===== config.mk =====
export PLATFORM = sky130hd
export DESIGN_NAME = instruction_fetch
export DESIGN_NICKNAME = d
export VERILOG_FILES = /design/src/rtl/mips_pkg.sv /design/src/rtl/fetch_fifo.sv /design/src/rtl/instruction_fetch.sv
export SDC_FILE = /design/constraint.sdc
export NUM_CORES = 1
export LEC_CHECK = 0
export CORE_AREA = 2 2 178 180
export CTS_CLUSTER_SIZE = 25
export DETAILED_ROUTE_END_ITERATION = 10
export DIE_AREA = 0 0 180 182
export PLACE_DENSITY_LB_ADDON = 0.05
export SETUP_SLACK_MARGIN = 0.4
export SKIP_LAST_GASP = 1
export SLEW_MARGIN = 20
export SYNTH_ARGS = -nofsm -noshare
export SYNTH_HDL_FRONTEND = slang
export SYNTH_SLANG_ARGS = --single-unit

===== constraint.sdc =====
create_clock -name clk -period 6.4 [get_ports clk]
set_clock_uncertainty 0.2 [all_clocks]
set_input_delay 1.28 -clock clk [delete_from_list [all_inputs] [get_ports clk]]
set_output_delay 1.28 -clock clk [all_outputs]
set_load 0.02 [all_outputs]

===== src/rtl/mips_pkg.sv =====
// Shared constants for the fetch front end: word width, NOP encoding and the default reset PC.
package mips_pkg;
  localparam int WORD_W = 32;
  localparam logic [WORD_W-1:0] NOP_WORD = 32'h0000_0000;
  localparam logic [WORD_W-1:0] DEFAULT_RESET_PC = 32'h0000_0000;

  function automatic logic [WORD_W-1:0] word_align(input logic [WORD_W-1:0] addr);
    return {addr[WORD_W-1:2], 2'b00};
  endfunction
endpackage


===== src/rtl/fetch_fifo.sv =====
// Prefetch buffer: power-of-two circular FIFO with synchronous push, pop and flush.
module fetch_fifo #(
  parameter int DEPTH = 2,
  parameter int WIDTH = 64
) (
  input  logic                     clk,
  input  logic                     reset,
  input  logic                     push,
  input  logic [WIDTH-1:0]         push_data,
  input  logic                     pop,
  input  logic                     flush,
  output logic [WIDTH-1:0]         head_data,
  output logic [$clog2(DEPTH):0]   count,
  output logic                     empty
);
  localparam int AW = $clog2(DEPTH);
  localparam int CW = AW + 1;

  logic [WIDTH-1:0] mem [DEPTH];
  logic [AW-1:0]    rd_ptr;
  logic [AW-1:0]    wr_ptr;
  logic             do_push;
  logic             do_pop;

  assign empty     = (count == '0);
  assign do_pop    = pop && !empty;
  // A full buffer can still accept a push when the head leaves in the same cycle.
  assign do_push   = push && ((count != CW'(DEPTH)) || do_pop);
  assign head_data = mem[rd_ptr];

  always_ff @(posedge clk or negedge reset) begin
    if (!reset) begin
      rd_ptr <= '0;
      wr_ptr <= '0;
      count  <= '0;
    end else if (flush) begin
      rd_ptr <= '0;
      wr_ptr <= '0;
      count  <= '0;
    end else begin
      if (do_push) wr_ptr <= wr_ptr + 1'b1;
      if (do_pop)  rd_ptr <= rd_ptr + 1'b1;
      if (do_push && !do_pop)      count <= count + 1'b1;
      else if (do_pop && !do_push) count <= count - 1'b1;
    end
  end

  always_ff @(posedge clk) begin
    if (do_push && !flush) mem[wr_ptr] <= push_data;
  end
endmodule


===== src/rtl/instruction_fetch.sv =====
// Instruction fetch: credit-limited in-order prefetch into a small buffer, with branch
// redirect that flushes the buffer and discards responses still in flight.
module instruction_fetch
  import mips_pkg::*;
#(
  parameter logic [WORD_W-1:0] RESET_PC   = DEFAULT_RESET_PC,
  parameter int                FIFO_DEPTH = 2
) (
  input  logic              clk,
  input  logic              reset,
  output logic              imem_req,
  output logic [WORD_W-1:0] imem_addr,
  input  logic              imem_ready,
  input  logic              imem_rvalid,
  input  logic [WORD_W-1:0] imem_rdata,
  input  logic              branch_taken,
  input  logic [WORD_W-1:0] branch_target,
  input  logic              stall,
  output logic [WORD_W-1:0] next_instruction,
  output logic [WORD_W-1:0] pc_plus_4,
  output logic              inst_valid
);
  localparam int CW = $clog2(FIFO_DEPTH) + 1;
  localparam int EW = 2 * WORD_W;
  localparam logic [CW:0] CREDIT_LIMIT = (CW+1)'(FIFO_DEPTH);

  logic [WORD_W-1:0] pc;
  logic [WORD_W-1:0] resp_pc;
  logic [WORD_W-1:0] redirect_pc;
  logic [CW-1:0]     outstanding;
  logic [CW-1:0]     discard_count;
  logic [CW-1:0]     fifo_count;
  logic [CW:0]       credit_used;
  logic [EW-1:0]     head;
  logic              fifo_empty;
  logic              accept;
  logic              drop;
  logic              kept;
  logic              pop;

  assign redirect_pc = word_align(branch_target);
  // In-flight requests plus buffered words may never exceed the buffer size.
  assign credit_used = {1'b0, outstanding} + {1'b0, fifo_count};
  assign imem_req    = reset && !branch_taken && (credit_used < CREDIT_LIMIT);
  assign imem_addr   = pc;
  assign accept      = imem_req && imem_ready;
  assign drop        = imem_rvalid && (branch_taken || (discard_count != '0));
  assign kept        = imem_rvalid && !drop;
  assign pop         = !fifo_empty && !stall && !branch_taken;

  always_ff @(posedge clk or negedge reset) begin
    if (!reset) begin
      pc      <= RESET_PC;
      resp_pc <= RESET_PC;
    end else if (branch_taken) begin
      pc      <= redirect_pc;
      resp_pc <= redirect_pc;
    end else begin
      if (accept) pc      <= pc + 32'd4;
      if (kept)   resp_pc <= resp_pc + 32'd4;
    end
  end

  // Outstanding counts every request in flight, including ones already marked for discard.
  always_ff @(posedge clk or negedge reset) begin
    if (!reset) begin
      outstanding   <= '0;
      discard_count <= '0;
    end else begin
      outstanding <= outstanding + CW'(accept) - CW'(imem_rvalid);
      if (branch_taken)
        discard_count <= outstanding - CW'(imem_rvalid);
      else if (imem_rvalid && (discard_count != '0))
        discard_count <= discard_count - 1'b1;
    end
  end

  fetch_fifo #(
    .DEPTH (FIFO_DEPTH),
    .WIDTH (EW)
  ) u_fifo (
    .clk       (clk),
    .reset     (reset),
    .push      (kept),
    .push_data ({imem_rdata, resp_pc + 32'd4}),
    .pop       (pop),
    .flush     (branch_taken),
    .head_data (head),
    .count     (fifo_count),
    .empty     (fifo_empty)
  );

  assign inst_valid       = !fifo_empty;
  assign next_instruction = fifo_empty ? NOP_WORD : head[EW-1:WORD_W];
  assign pc_plus_4        = fifo_empty ? '0 : head[WORD_W-1:0];
endmodule


; ---- After elaboration in Yosys (flattened, before gate mapping)
; Memory sizes are Yosys's and may differ from the RTL's.
; Cells that the tools add are included.
[classes]
add_sub_neg = 11
n_lt_le_gt_ge = 1
n_eq_ne = 1
muxes = 17
n_reduce_logical = 29
[ops]
columns = cell, n
row1 = $mux 32, 6
row2 = $add 32x3->32 const B, 2
row3 = $logic_and 1x1->1, 13
row4 = $reduce_bool 2->1, 6
row5 = $mux 2, 5
row6 = $logic_not 1->1, 6
row7 = $mux 1, 6
row8 = $sub 2x1->2, 2
row9 = $sub 2x1->2 const B, 2
row10 = $add 2x2->3, 1
row11 = $lt 3x2->1 const B, 1
row12 = $reduce_bool 3->1, 1
row13 = $add 1x1->1 const B, 2
row14 = $add 2x1->2, 1
row15 = $add 2x1->2 const B, 1
row16 = $logic_not 2->1, 1
row17 = $logic_or 1x1->1, 2
row18 = $ne 2x2->1 const B, 1
[word_totals]
reg_bits = 72
ramBits = 128
input_bits = 70
memories = 1
[mem_list]
columns = memory, depth, width, read_ports, rd_clocked_by_memory_dff, wr, line
row1 = u_fifo.mem, 2, 64, 1, 0, 1, fetch_fifo.sv:19  ; logic [WIDTH-1:0] mem [DEPTH];

; ---- Logic depth before layout (Yosys ltp)
[logic_depth]
depth_word = 12
depth_mapped = 12
mapped_depth_nobuf = 10

; ---- Cells and area by module
; Synthesis repeated with hierarchy kept, for this count alone.
[unflattened]
cells_unflattened = 805
area_unflattened_um2 = 9510.4
[by_module_without_submodules]
columns = mod, instances, cells_per_inst, area_per_inst_um2, seq_area_each_um2
row1 = fetch_fifo, 1, 224, 4879.7, 3943.8
row2 = instruction_fetch, 1, 581, 4630.7, 1601.5

; ---- Worst setup path before layout
; Ideal clock, no wire load.
[synth_path]
kind = input port to flip-flop
startpoint = input port imem_rvalid
endpoint = memory u_fifo.mem[1][10], enable pin
t_arrival_ns = 6.351
required_time_ns = 5.629
slack_ns = -0.723
cell_stages = 4
path_buffers = 1
cell_sequence = and2_1 clkbuf_1 nand2_1 nor3b_1
[synth_via]
elab_chain_len = 7
[synth_lines]
columns = item, line
row1 = from (decl), instruction_fetch.sv:14  ; input logic imem_rvalid,
row2 = $logic_and 1x1->1, instruction_fetch.sv:47  ; assign drop = imem_rvalid && (branch_taken || (discard_count != '0));
row3 = $logic_not 1->1, instruction_fetch.sv:48  ; assign kept = imem_rvalid && !drop;
row4 = $logic_and 1x1->1 *, instruction_fetch.sv:48
row5 = $logic_and 1x1->1 *, fetch_fifo.sv:28  ; assign do_push = push && ((count != CW'(DEPTH)) || do_pop);
row6 = $logic_and 1x1->1 *, fetch_fifo.sv:49  ; if (do_push && !flush) mem[wr_ptr] <= push_data;
row7 = $mux 1 *, fetch_fifo.sv:49
row8 = $mux 1 (not written as such) *, fetch_fifo.sv:49
row9 = to (decl), fetch_fifo.sv:19
; Mark *: on every way between the ends. The rest lies on a longest branch, timed or not.

; ---- Worst setup path in the final report
[layout_path]
startpoint = input port reset
endpoint = output port imem_req
[layout_via]
elab_chain_len = 2
[layout_lines]
columns = item, line
row1 = from (decl), instruction_fetch.sv:10  ; input logic reset,
row2 = $logic_and 1x1->1 (2 in a row), instruction_fetch.sv:44  ; assign imem_req = reset && !branch_taken && (credit_used < CREDIT_LIMIT);
row3 = to (decl), instruction_fetch.sv:11  ; output logic imem_req,
; Every way passes these cells.

==> results.cfg <==
[floorplan]
die_w_um = 180
die_h_um = 182
core_region_area_um2 = 30990
io_pins = 168
initial_core_util_pct = 29.45
die_area_um2 = 32760
rows = 65

[synth]
yosys_warnings = 0
synth_enable_flop_cells = 124
synth.distinct_cells = 54
syn_avg_cell_area_um2 = 12.17
synthCells = 750
synth_seq_cells = 192
syn-cell-area_um2 = 9126
synth-async-reset-ratio_pct = 35.42
ys.flop_type = edfxtp_1
yosysSeqAreaShare_pct = 59.45

[global_routing]
antenna_found_initial = 0
grt_pass1_vias = 6292
grt_overflow = 0
grt_pass1_wl_um = 35710
grt_use_total_pct = 14.04
grt_max_degree = 63

[sta]
fin_crit_ps = 4485
rsz0062_at_grt = false
worst_pin_slew_ps = 990.9
maxSlewViolCount = 0
finalSetupViolCount = 0
fin_crit_sh_pct = 70.08
hold_ws_ps = 334.1
max_freq_ghz = 0.2230
hold_viol = 0
setup-tns-final_ps = 0
slew_headroom_pct = 33.94

[hold_path]
holdPathStages = 1
hp-start = outstanding[0]$_DFF_PN0_
worstHoldPathType = reg -> reg

[critical_path]
r2r_cells = 7
worstSetupPathType = in -> out
crit_required_ps = 4920
timing.rr.start = u_fifo.count[0]$_DFFE_PN0P_
worstSetupEndpointType = primary output
cp_data_arrival_time_ps = 3010
critPathMaxFanout = 29
cp-start-kind = input port
worstSetupStartpoint = reset

[placed_design]
place_hpwl_um = 15720
gp_congestion = 0.8144
place_area_um2 = 11120
io_buffers = 161

[cts]
clk_path_buf_depth = 2
h-tree-depth = 4
clock_latency_ps = 430
hold_buffers = 0
cts_tree = yes
clkSinkCount = 192
path_clk_slew_ps = 80
cts_root_buffer = clkbuf_16
post-cts-setup-buffers = 0
cts_resized = 0
numCtsBuffers = 17

[pwr]
sequentialPowerShare_pct = 47.3
switching_share_pct = 30.01
p_clk_share_pct = 32.3
cell_internal_pwr_w = 0.002313
leakage_nw = 3.973
power.switching_w = 0.0009917
combPwrFrac_pct = 20.5
power.density_nw_per_um2 = 281.6
ir_drop_uv = 170.9

[cells_and_area]
final_cell_area_um2 = 11740
nFillCells = 2998
synthToLayoutAreaGrowth_pct = 28.60
nets = 973
layout-drive-gt1-share_pct = 9.021
num_antenna_cells = 0

[route]
num_vias = 6114
wl_um = 22660
ant_nets = 0
first_pass_iters = 5
post_drt_wl_per_cell_um = 17.28
viasPerCell = 4.664
drt-initial-drc-count = 258
drcViolationCount = 0

[job]
maxCapViolations = 0

[status]
status = finished, final reports clean
==> final cells by class <==
class	count	area (um^2)	share of cell area, %
Clock buffer	17	425.4	3.625
Clock inverter	15	170.2	1.450
Inverter	13	48.80	0.4158
Multi-Input combinational cell	504	3493	29.77
Sequential cell	192	5429	46.26
Tap cell	402	503.0	4.286
Timing Repair Buffer	168	1667	14.20
==> cell families after synthesis <==
family | synth area share (%)
xor+xnor | 7.198
other cells | 0.04109
mux | 8.884
flops | 59.45
buf+inv | 2.728
fa+ha+maj | 1.042
simple gates | 15.77
compound gates | 4.894
==> state kept, by name, summed over array words and instances, names as in the netlist <==
signal,count
outstanding,2
u_fifo.rd_ptr,1
u_fifo.count,2
imem_addr,30
u_fifo.mem,124
discard_count,2
resp_pc,30
u_fifo.wr_ptr,1
==> metal layers <==
metal | GRT usage [%] | routed length, um
met2 | 22.01 | 10120
met4 | 3.740 | 330
met3 | 3.229 | 1168
met5 | 0 | 0
met1 | 19.54 | 11040
==> worst max-delay path, stage by stage <==
cell and delay (ps):
buf_2 540, nor4b_4 480, clkdlybuf4s50_1 690
==> final timing paths <==
path | slack, ps | endpoint
worst max-delay path | 1910 | imem_req
worst min-delay path | 330 | outstanding[0]$_DFF_PN0_
worst max register to register | 3150 | imem_addr[13]$_DFFE_PN0P_
worst min register to register | 330 | outstanding[0]$_DFF_PN0_
max in group asynchronous | 4240 | u_fifo.rd_ptr$_DFFE_PN0P_
min in group asynchronous | 680 | imem_addr[21]$_DFFE_PN0P_
==> per-stage QoR <==
stage                     instances  util (%)  total power (W)  worst slack, ps
after CTS                      1310     37.81         0.003353             1854
after detailed placement       1278     35.89         0.002272             1864
final                          1311     37.88         0.003305             1915
after global placement         1278     35.89         0.002261             1882
after floorplan                 753         -         0.001965             1459
after global routing           1311     37.88         0.003475             1747
==> synth_stat cells (2+ instances only) <==
master    instances  area [um^2]
and4_1            5        43.79
clkbuf_1         27        101.4
mux2i_1          63        630.6
clkbuf_2          2        10.01
nand4_4           2        42.54
nand2b_1          6        37.54
a21boi_1          2        15.01
nor3_1           12        60.06
buf_2             5        25.02
nor4_1            2        12.51
xnor2_1          44        385.4
a21oi_1           6        30.03
mux2_2           16        180.2
and2_1            4        25.02
a31oi_1           3        18.77
a211oi_1          3        22.52
nand4_1          18        112.6
buf_4             5        37.54
nand3_1          36        180.2
and2_0            2        12.51
nor3b_1           2        15.01
or3_4             2        22.52
nor4_4            3        63.81
a21boi_0          6        45.04
o211ai_1          9        67.56
inv_1            12        45.04
dfrtp_1          68         1702
or3_1             4        25.02
nor4b_4           2        47.55
o21ai_0          27        135.1
or4_4             2        22.52
or2_2             3        18.77
xor2_1           31        271.5
nor4_2            3        37.54
nand3b_1          2        15.01
and3_1            9        56.30
o311ai_0          8        70.07
ha_1              6        75.07
buf_1             4        15.01
edfxtp_1        124         3724
nand2_1          60        225.2
nor2_1           88        330.3
==> power groups by stage <==
stage	Combinational (W)	Clock [W]	Sequential, W
floorplan	0.000394	0	0.00157
global placement	0.000675	0	0.00159
detailed placement	0.000683	0	0.00159
CTS	0.000687	0.00110	0.00156
global route	0.000742	0.00115	0.00158
finish	0.000676	0.00107	0.00156
==> cells in the final DEF (no fill, tap or decap), types with 3 or more instances in the layout <==
cell type        instances
nor2_1                  87
nand4_1                 18
xor2_1                  31
a21boi_0                 6
nand3_1                 36
clkdlybuf4s50_1        159
inv_6                    4
mux2_2                  16
o21ai_0                 27
nor4_2                   3
o211ai_1                 9
xnor2_1                 44
nor4_4                   3
nor3_1                  11
and4_1                   5
o311ai_0                 8
inv_1                   12
buf_4                    6
a21oi_1                  6
mux2i_1                 63
and2_1                   4
or2_2                    3
nand2b_1                 6
or3_1                    4
a211oi_1                 3
ha_1                     6
dfrtp_1                 67
and3_1                   9
conb_1                   4
clkbuf_16               17
nand2_1                 60
edfxtp_1               124
a31oi_1                  3
clkinv_4                 4
No activity file was read; power rests on OpenSTA's default activity.
